File: src/rtl/rate_updown_counter.sv
// Rate-paced up/down counter: a runtime-selectable clock-enable divider steps a
// WIDTH-bit counter with wrap/saturate bounds, pause and parallel load.
module rate_updown_counter #(
    parameter int WIDTH = 4,
    parameter int DIV_W = 26,
    parameter int RATE0 = 1,
    parameter int RATE1 = 5,
    parameter int RATE2 = 10,
    parameter int RATE3 = 20
) (
    input  logic             clk,
    input  logic             reset,
    input  logic             en,
    input  logic [1:0]       speed,
    input  logic             up,
    input  logic             sat,
    input  logic             load,
    input  logic [WIDTH-1:0] load_value,
    output logic [WIDTH-1:0] count,
    output logic             tick,
    output logic             tc
);

    // tick acts as the step qualifier: a step is taken only on an edge where
    // tick (the registered divider pulse) and en are both high.
    logic [DIV_W-1:0] r_div;
    logic [WIDTH-1:0] r_count;
    logic             r_tick;
    logic             r_tc;

    logic [DIV_W-1:0] w_reload;
    logic             w_rate_ok;
    logic             w_step;
    logic             w_at_max;
    logic             w_at_min;
    logic             w_bound;
    logic [WIDTH-1:0] w_next;

    always_comb begin
        w_reload  = DIV_W'(RATE0 - 1);
        w_rate_ok = (RATE0 > 0);
        case (speed)
            2'b00: begin
                w_reload  = DIV_W'(RATE0 - 1);
                w_rate_ok = (RATE0 > 0);
            end
            2'b01: begin
                w_reload  = DIV_W'(RATE1 - 1);
                w_rate_ok = (RATE1 > 0);
            end
            2'b10: begin
                w_reload  = DIV_W'(RATE2 - 1);
                w_rate_ok = (RATE2 > 0);
            end
            default: begin
                w_reload  = DIV_W'(RATE3 - 1);
                w_rate_ok = (RATE3 > 0);
            end
        endcase
    end

    a_rate_nonzero: assert property (@(posedge clk) w_rate_ok);

    assign w_step   = r_tick & en;
    assign w_at_max = &r_count;
    assign w_at_min = ~|r_count;
    assign w_bound  = up ? w_at_max : w_at_min;

    // Crossing a bound either wraps naturally through modular arithmetic or
    // is blocked in saturate mode; both cases raise tc.
    always_comb begin
        w_next = r_count;
        if (!(sat && w_bound)) begin
            w_next = up ? (r_count + WIDTH'(1)) : (r_count - WIDTH'(1));
        end
    end

    always_ff @(posedge clk) begin
        if (reset) begin
            r_div  <= w_reload;
            r_tick <= 1'b0;
        end else if (en) begin
            if (r_div == '0) begin
                r_div  <= w_reload;
                r_tick <= 1'b1;
            end else begin
                r_div  <= r_div - DIV_W'(1);
                r_tick <= 1'b0;
            end
        end else begin
            r_tick <= 1'b0;
        end
    end

    always_ff @(posedge clk) begin
        if (reset) begin
            r_count <= '0;
            r_tc    <= 1'b0;
        end else if (load) begin
            r_count <= load_value;
            r_tc    <= 1'b0;
        end else if (w_step) begin
            r_count <= w_next;
            r_tc    <= w_bound;
        end else begin
            r_tc    <= 1'b0;
        end
    end

    assign count = r_count;
    assign tick  = r_tick;
    assign tc    = r_tc;

endmodule
File: config.mk
export PLATFORM = sky130hd
export DESIGN_NAME = rate_updown_counter
export DESIGN_NICKNAME = d
export VERILOG_FILES = /design/src/rtl/rate_updown_counter.sv
export SDC_FILE = /design/constraint.sdc
export NUM_CORES = 1
export LEC_CHECK = 0
export ABC_AREA = 1
export BUFFER_PORTS_ARGS = -buffer_cell sky130_fd_sc_hd__buf_2
export CORE_ASPECT_RATIO = 0.5
export CORE_MARGIN = 5
export CORE_UTILIZATION = 50
export DETAILED_ROUTE_END_ITERATION = 8
export PLACE_DENSITY = 0.64
export SLEW_MARGIN = 10
export SYNTH_ARGS = -nofsm -noshare
export SYNTH_HDL_FRONTEND = slang
export SYNTH_SLANG_ARGS = --single-unit
export TNS_END_PERCENT = 50
File: constraint.sdc
create_clock -name clk -period 2.5 [get_ports clk]
set_input_delay 0 -clock clk [delete_from_list [all_inputs] [get_ports clk]]
set_output_delay 0 -clock clk [all_outputs]
set_load 0.02 [all_outputs]
==> impl_metrics.csv, run 1 <==
group,metric,value,unit
outcome,status,"finished, final reports clean",
setup_path,crit_top_cell,"inv_1",
drt,wl,4.67,mm
timing,hold_violations,0,
timing,worst-slew-pin-transition,0.650,ns
timing,maxSlewViolCount,0,
floorplan,fp-row-count,17,
job,drv_cap,0,
synthesis,synth_area,2280,um2
drt,drt_iter0_drc,98,
synthesis,yosysSeqAreaShare,0.395,
drt,first_pass_iters,4,
clock_tree,clockBufferDepth,2,
setup_path,reg2reg_from,"r_div[0]$_DFFE_PP_",
clock_tree,cts-htree-levels,2,
floorplan,ios,18,
timing,relSlewSlack,0.566,
power_and_ir_drop,p_per_area,574,nW/um2
synthesis,syn_nets,317,
setup_path,critPathRequiredTime,2.55,ns
drt,vias_per_cell,4.95,
global_route,grt_overflow,0,
synthesis,synth-edff-count,26,
drt,wl_per_cell,12.2,um
finish,design_area,2530,um2
setup_path,critPathMaxStageDelay,0.39,ns
setup_path,path_buf_inv,3,
place,placed_cell_area,2420,um2
floorplan,die_w,105,um
global_route,antenna_found_initial,0,
timing,period_share,0.736,
place,globalplace.congestion,0.846,
setup_path,cpMaxStageDelayCell,"edfxtp_1",
synthesis,synth-main-ff-cell,"edfxtp_1",
global_route,grt_max_degree,27,
timing,finalClockSkew,0.00472,ns
global_route,first_global_vias,1777,
finish,areaGrowthSynthToFinish,11.1,%
floorplan,die_y,57.7,um
setup_path,crit_family,"simple AND/OR/NAND/NOR gates",
drt,ant_nets,0,
synthesis,synth_area_leaders,"edfxtp_1 (34%), nor2_1 (11%), nand2_1 (10%)",
setup_path,crit_type,"flip-flop to flip-flop",
hold_path,hold_path_class,"primary input to flip-flop",
clock_tree,clock_latency,0.29,ns
global_route,grt_use_total,0.166,
setup_path,cp-start-kind,"flip-flop",
setup_path,path_max_fanout,17,
clock_tree,ctsResizeCount,0,
timing,max_freq,544,MHz
finish,fin_nets,342,
setup_path,worst-r2r-setup-slack,0.66,ns
hold_path,worstHoldStart,"speed[1]",
setup_path,endpoint_kind,"flip-flop",
setup_path,reg2reg_depth,11,
clock_tree,hold_buffers,2,
timing,grt_setup_unrepaired,"false",
place,io_buffers,17,
clock_tree,post-cts-setup-buffers,0,
place,hpwl,3.60,mm
hold_path,hold_depth,3,
clock_tree,cts_sinks,32,
clock_tree,cts_root_buf,"clkbuf_8",
drt,drc,0,
setup_path,arrival,1.89,ns
timing,setup_viol,0,
floorplan,initial_core_util,0.517,
synthesis,yosys.cell_types.count,28,
power_and_ir_drop,total_power,1.45,mW
global_route,grt_pass1_wl,7.98,mm
hold_path,whs_endpoint,"r_div[0]$_DFFE_PP_",
finish,final_cell_mix,"nor2_1 (65), nand2_1 (62), inv_1 (33)",
floorplan,core,4400,um2
clock_tree,cts.clk_slew.worst_paths,0.07,ns
synthesis,syn_avg_cell_area,7.59,um2
floorplan,dieArea,6090,um2
synthesis,async_reset_ff_frac,0,
timing,setup_ws,0.661,ns
synthesis,ys_warn_count,0,
clock_tree,cts_tree,"done",
timing,hold_slack,0.0386,ns
finish,layout_commonest_cell,"nor2_1",
synthesis,ys_ff_latch,32,
setup_path,r2r-end,"r_div[2]$_DFFE_PP_",
synthesis,synth_cells,300,
setup_path,crit_chain,"inv_1 -> ha_1 -> inv_1 -> nor2_1 -> nand3_1 -> nor2_1 -> nand3_2 -> nand2_2 -> nand2_1 -> nand2_1 -> inv_1",
clock_tree,numCtsBuffers,5,
synthesis,synth_top_area_frac,0.343,
timing,layout_min_cycle_time,1.84,ns
timing,tns,0,ns
synthesis,synth_top_cell_by_area,"edfxtp_1",
drt,vias,1896,
power_and_ir_drop,peakVddDrop,0.266,mV
finish,drive_gt1_frac,0.212,
place,pre_cts_ws,0.673,ns
finish,n_antenna_cell,0,
power_and_ir_drop,power.leakage,1.20,nW
[registers in the layout, summed over array words and instances, names as in the netlist]
signal  cells
tc          1
tick        1
count       4
r_div      26
[worst max-delay path by stage]
stage,cells past startpoint,start,slack [ns],end
2_1_floorplan,9,r_div[0]$_DFFE_PP_,0.92,r_div[18]$_SDFFCE_PP0P_
3_3_place_gp,11,r_div[0]$_DFFE_PP_,0.74,r_div[2]$_DFFE_PP_
3_5_place_dp,11,r_div[0]$_DFFE_PP_,0.67,r_div[2]$_DFFE_PP_
4_1_cts,11,r_div[0]$_DFFE_PP_,0.65,r_div[2]$_DFFE_PP_
5_1_grt,6,r_div[18]$_SDFFCE_PP0P_,0.48,tick$_SDFF_PP0_
6_report,11,r_div[0]$_DFFE_PP_,0.66,r_div[2]$_DFFE_PP_
[cell families (layout without fill, tap and decap cells)]
group,after synthesis,count (layout),share of synthesized area
flops,32,32,0.395
simple gates,202,202,0.432
xor+xnor,11,11,0.0423
fa+ha+maj,5,5,0.0308
compound gates,12,12,0.0275
mux,1,1,0.00439
buf+inv,37,63,0.0675
[tightest hold or removal path: stages]
cell	delay (ns)
buf_2	0.11
nand2_1	0.05
o21ai_0	0.06
[layer usage]
layer	track usage	vias up	part of all wire
met5	0	-	0
met4	0.0579	0	0.017
met3	0.0434	9	0.059
met2	0.262	46	0.43
met1	0.224	839	0.49
li1	-	1002	-
[synthesized netlist by cell type (3+ instances only)]
library cell	instances
nand2_4	3
xor2_1	5
nand2_1	62
nor2_4	4
nand3_1	23
dfxtp_1	6
nor3_1	6
nor2_2	14
ha_1	4
a21oi_1	5
nand2_2	14
nor2_1	65
nand4_1	3
edfxtp_1	26
o21ai_0	5
xnor2_1	6
inv_1	33
[cell type report]
class,instances,area (um2)
clock buffers,6,82.6
clock inverters,2,10.0
fillers,426,1870
well taps,57,71.3
repair buffers,20,113
flip-flops and latches,32,901
multi-input cells,231,1220
inverters,35,131
[per-stage QoR]
step	utilization	std cells
floorplan	-	300
global placement	0.550	373
detailed placement	0.550	373
CTS	0.575	383
global route	0.575	383
finish	0.575	383
[report_power, final]
part | total [mW] | switching (mW) | internal (mW)
registers | 0.689 | 0.0544 | 0.635
clock network | 0.423 | 0.203 | 0.220
logic | 0.343 | 0.222 | 0.121
total | 1.45 | 0.480 | 0.975
Power figures use the tool's default switching activity.
==> run 2, diff against run 1 <==
Clock period 2.5 ns to 1.9 ns, I/O delays scaled along.
==> run 2 against run 1 <==
Compared with the run above: clock power rose by 33%; critical path depth fell by 4; final cell count rose by 1.0%; flip-flop and latch count did not move; critical endpoint is now tick$_SDFF_PP0_; largest cell class unchanged; highest routed layer unchanged.
==> impl_metrics.csv, run 2 (synthesis results as in run 1) <==
group,metric,value,unit
setup_path,critPathRequiredTime,2.14,ns
drt,wl,4.84,mm
drt,wl_per_cell,12.5,um
timing,relSlewSlack,0.749,
finish,areaGrowthSynthToFinish,13.5,%
clock_tree,cts_root_buf,"clkbuf_8",
drt,vias_per_cell,5.03,
hold_path,hold_path_class,"primary input to flip-flop",
floorplan,fp-row-count,17,
drt,first_pass_iters,4,
place,hpwl,3.64,mm
drt,vias,1946,
timing,layout_min_cycle_time,1.88,ns
clock_tree,clock_latency,0.29,ns
place,pre_cts_ws,0.0682,ns
power_and_ir_drop,power.share.switching,0.333,
power_and_ir_drop,combPwrFrac,0.241,
place,globalplace.congestion,0.845,
finish,fin_nets,346,
drt,ant_nets,0,
global_route,first_global_vias,1794,
power_and_ir_drop,peakVddDrop,0.304,mV
drt,drt_iter0_drc,99,
clock_tree,cts-htree-levels,2,
finish,utilization,0.587,
job,drv_cap,0,
clock_tree,cts_sinks,32,
finish,layout_commonest_cell,"nor2_1",
clock_tree,cts.clk_slew.worst_paths,0.07,ns
floorplan,core,4400,um2
power_and_ir_drop,seqPwrFrac,0.468,
clock_tree,cts_tree,"done",
finish,n_antenna_cell,0,
place,placed_cell_area,2430,um2
global_route,grt_pass1_wl,8.11,mm
global_route,grt_use_total,0.170,
finish,design_area,2580,um2
global_route,grt_max_degree,27,
timing,setup_ws,0.0195,ns
clock_tree,clockBufferDepth,2,
outcome,status,"finished, final reports clean",
finish,final_cell_mix,"nor2_1 (63), nand2_1 (61), inv_1 (32)",
power_and_ir_drop,total_power,1.94,mW
setup_path,path_max_fanout,3,
power_and_ir_drop,switchingPower,0.645,mW
setup_path,cp-start-kind,"flip-flop",
setup_path,crit_type,"flip-flop to flip-flop",
floorplan,die_y,57.7,um
floorplan,initial_core_util,0.517,
clock_tree,numCtsBuffers,5,
finish,post_layout_nonfiller_instances,387,
timing,hold_violations,0,
timing,finalClockSkew,0.00765,ns
floorplan,die_w,105,um
floorplan,ios,18,
global_route,grt_overflow,0,
timing,grt_setup_unrepaired,"true",
timing,setup_viol,0,
place,io_buffers,17,
finish,regMostFlops,"r_div",
power_and_ir_drop,p_per_area,749,nW/um2
power_and_ir_drop,clockPowerShare,0.291,
floorplan,dieArea,6090,um2
setup_path,endpoint_kind,"flip-flop",
global_route,antenna_found_initial,0,
setup_path,arrival,2.12,ns
finish,drive_gt1_frac,0.236,
timing,worst-slew-pin-transition,0.376,ns
finish,largest_register_ffs,26,
place,dp.cells,375,
drt,drc,0,
timing,maxSlewViolCount,0,
power_and_ir_drop,intPower,1.29,mW
timing,max_freq,532,MHz
timing,period_share,0.990,
power_and_ir_drop,power.leakage,1.22,nW
run 2: through the flow:
stage | TNS (ns) | hold WS (ns)
after floorplan | 0 | 0.0774
after global placement | 0 | 0.270
after detailed placement | 0 | 0.275
after CTS | 0 | 0.0386
after global routing | -0.117 | 0.0547
final | 0 | 0.0400
run 2: path summary, 6_finish.rpt:
check                             start                     to  slack (ns)  cells past startpoint
setup reg to reg     r_div[1]$_DFFE_PP_        tick$_SDFF_PP0_        0.02                      7
setup / recovery     r_div[1]$_DFFE_PP_        tick$_SDFF_PP0_        0.02                      7
hold / removal            load_value[3]  count[3]$_SDFFE_PP0P_        0.04                      5
hold reg to reg   count[3]$_SDFFE_PP0P_  count[3]$_SDFFE_PP0P_        0.55                      4
run 2: worst max-delay path, stage by stage (launching register included):
cell           delay (ns)
edfxtp_1             0.36
inv_1                0.12
ha_1                 0.20
nand3_1              0.10
nor2_1               0.19
nand4_1              0.17
nor3_2               0.13
dlygate4sd3_1        0.56
run 2: layout make-up:
type | count | area (um2)
Inverter | 35 | 131
Clock inverter | 2 | 10.0
Multi-Input combinational cell | 231 | 1250
Timing Repair Buffer | 24 | 143
Clock buffer | 6 | 82.6
Sequential cell | 32 | 901
Fill cell | 403 | 1820
Tap cell | 57 | 71.3
run 2: power by group through the flow:
stage	logic [mW]	registers [mW]	clock network, mW
2_1_floorplan	0.353	0.913	0
3_3_place_gp	0.450	0.918	0
3_5_place_dp	0.456	0.919	0
4_1_cts	0.460	0.904	0.568
5_1_grt	0.527	0.915	0.598
6_report	0.467	0.906	0.564
run 2: what timing repair did:
action,4_1_cts,5_1_grt
endpoints found under the hold margin,1,0
resized for setup,0,7
buffers inserted,0,2
endpoints found under the setup margin,0,13
hold buffers,2,0
run 2: metal layers:
metal / wire length [um] / up-vias / global-route usage
li1: - / 1015 / -
met1: 2410 / 870 / 0.228
met2: 2050 / 48 / 0.266
met3: 259 / 13 / 0.0445
met4: 113 / 0 / 0.0673
met5: 0 / - / 0
==> run 3, diff against run 2 <==
Settings changed: BUFFER_PORTS_ARGS -buffer_cell sky130_fd_sc_hd__buf_2 to -buffer_cell sky130_fd_sc_hd__clkbuf_2, PLACE_DENSITY 0.64 to 0.72.
==> run 3 against run 2 <==
Compared with the run above: routed wire length grew 1.7%; largest cell class unchanged; die area is the same; hold slack lost 0.021 ns; non-clock buffer count grew 2; power grew 0.49%; highest routed layer unchanged; register-to-register slack gained 0.12 ns; critical path type unchanged; via count grew 1.3%; final cell count grew 0.52%; clock skew shrank 0.0052 ns.
==> impl_metrics.csv, run 3 (synthesis results as in run 1) <==
group,metric,value,unit
outcome,status,"finished, final reports clean",
clock_tree,cts_tree,"done",
hold_path,worstHoldStart,"reset",
clock_tree,cts.clk_slew.worst_paths,0.07,ns
power_and_ir_drop,p_per_area,745,nW/um2
timing,layout_min_cycle_time,1.76,ns
setup_path,reg2reg_depth,9,
drt,wl_per_cell,12.7,um
setup_path,crit_chain,"inv_2 -> ha_1 -> nand2_2 -> nor2_8 -> nand2_2 -> nor2_2 -> nand2_1 -> nor2_1 -> nor2_2",
clock_tree,cts_sinks,32,
job,drv_cap,0,
setup_path,arrival,1.80,ns
setup_path,worst-path-stages,9,
finish,final_cell_mix,"nor2_1 (62), nand2_1 (62), inv_1 (31)",
floorplan,die_y,57.7,um
timing,setup_viol,0,
timing,setup_ws,0.141,ns
finish,fin_nets,348,
drt,vias,1971,
finish,areaGrowthSynthToFinish,14.8,%
drt,drt_iter0_drc,82,
hold_path,whs_endpoint,"tick$_SDFF_PP0_",
drt,ant_nets,0,
timing,finalClockSkew,0.00240,ns
drt,top_layer,"met4",
hold_path,hold_depth,2,
clock_tree,numCtsBuffers,5,
setup_path,cpMaxStageDelayCell,"edfxtp_1",
floorplan,ios,18,
clock_tree,clock_latency,0.28,ns
timing,worst-slew-pin-transition,0.381,ns
setup_path,critPathMaxStageDelay,0.40,ns
drt,drc,0,
setup_path,path_max_fanout,8,
timing,maxSlewViolCount,0,
place,pre_cts_ws,0.0608,ns
drt,wl_met2,2.27,mm
floorplan,die_w,105,um
timing,max_freq,569,MHz
clock_tree,clockBufferDepth,2,
drt,wl_met3,228,um
setup_path,crit_family,"simple AND/OR/NAND/NOR gates",
global_route,grt_pass1_wl,8.51,mm
setup_path,endpoint_kind,"flip-flop",
global_route,grt_overflow,0,
drt,wl,4.92,mm
clock_tree,cts_root_buf,"clkbuf_8",
finish,largest_register_ffs,26,
power_and_ir_drop,peakVddDrop,0.348,mV
setup_path,crit_type,"flip-flop to flip-flop",
timing,tns,0,ns
place,io_buffers,17,
setup_path,worst-r2r-setup-slack,0.14,ns
clock_tree,cts-htree-levels,2,
place,globalplace.congestion,0.865,
global_route,grt_max_degree,18,
floorplan,fp-row-count,17,
timing,grt_setup_unrepaired,"false",
setup_path,path_buf_inv,1,
finish,n_antenna_cell,0,
timing,relSlewSlack,0.745,
finish,regMostFlops,"r_div",
drt,vias_per_cell,5.07,
floorplan,dieArea,6090,um2
global_route,first_global_vias,1898,
floorplan,core,4400,um2
global_route,antenna_found_initial,0,
finish,drive_gt1_frac,0.250,
setup_path,cp-start-kind,"flip-flop",
timing,hold_violations,0,
hold_path,hold_path_class,"primary input to flip-flop",
setup_path,r2r-end,"r_div[18]$_SDFFCE_PP0P_",
timing,period_share,0.926,
floorplan,initial_core_util,0.517,
setup_path,critPathRequiredTime,1.94,ns
drt,wl_met1,2.37,mm
power_and_ir_drop,power.leakage,1.23,nW
power_and_ir_drop,total_power,1.95,mW
global_route,grt_use_total,0.174,
place,hpwl,3.78,mm
setup_path,reg2reg_from,"r_div[1]$_DFFE_PP_",
drt,first_pass_iters,4,
run 3: cell type report:
type / count / area [um2]
timing repair buffer: 26 / 155
clock buffer: 6 / 82.6
clock inverter: 2 / 10.0
inverter: 35 / 131
sequential: 32 / 901
tap: 57 / 71.3
fill: 382 / 1790
multi-input combinational: 231 / 1260
run 3: how the worst max path moves through the flow:
stage                         endpoint          startpoint
2_1_floorplan  r_div[18]$_SDFFCE_PP0P_  r_div[0]$_DFFE_PP_
3_3_place_gp        r_div[2]$_DFFE_PP_  r_div[0]$_DFFE_PP_
3_5_place_dp        r_div[2]$_DFFE_PP_  r_div[0]$_DFFE_PP_
4_1_cts             r_div[2]$_DFFE_PP_  r_div[1]$_DFFE_PP_
5_1_grt        r_div[18]$_SDFFCE_PP0P_  r_div[0]$_DFFE_PP_
6_report       r_div[18]$_SDFFCE_PP0P_  r_div[1]$_DFFE_PP_
run 3: repair_timing:
item | 4_1_cts | 5_1_grt
setup endpoints to repair | 0 | 26
setup buffers | 0 | 4
resized for setup | 0 | 11
hold endpoints to repair | 1 | 0
hold buffers | 2 | 0
run 3: metrics by stage:
stage	utilization	hold WS [ns]	instance area, um2	instances
floorplan	-	0.0774	2280	300
global placement	0.555	0.252	2440	376
detailed placement	0.555	0.263	2440	376
CTS	0.580	0.0629	2550	386
global route	0.594	0.00978	2620	389
finish	0.594	0.0191	2620	389
run 3: where the power goes:
group | internal, mW | switching, mW
logic | 0.182 | 0.311
clock network | 0.289 | 0.257
registers | 0.835 | 0.0735
run 3: layer usage:
| layer | vias up | track usage |
|---|---|---|
| met4 | 0 | 0.0673 |
| met1 | 904 | 0.219 |
| li1 | 1013 | - |
| met3 | 6 | 0.0412 |
| met5 | - | 0 |
| met2 | 48 | 0.293 |
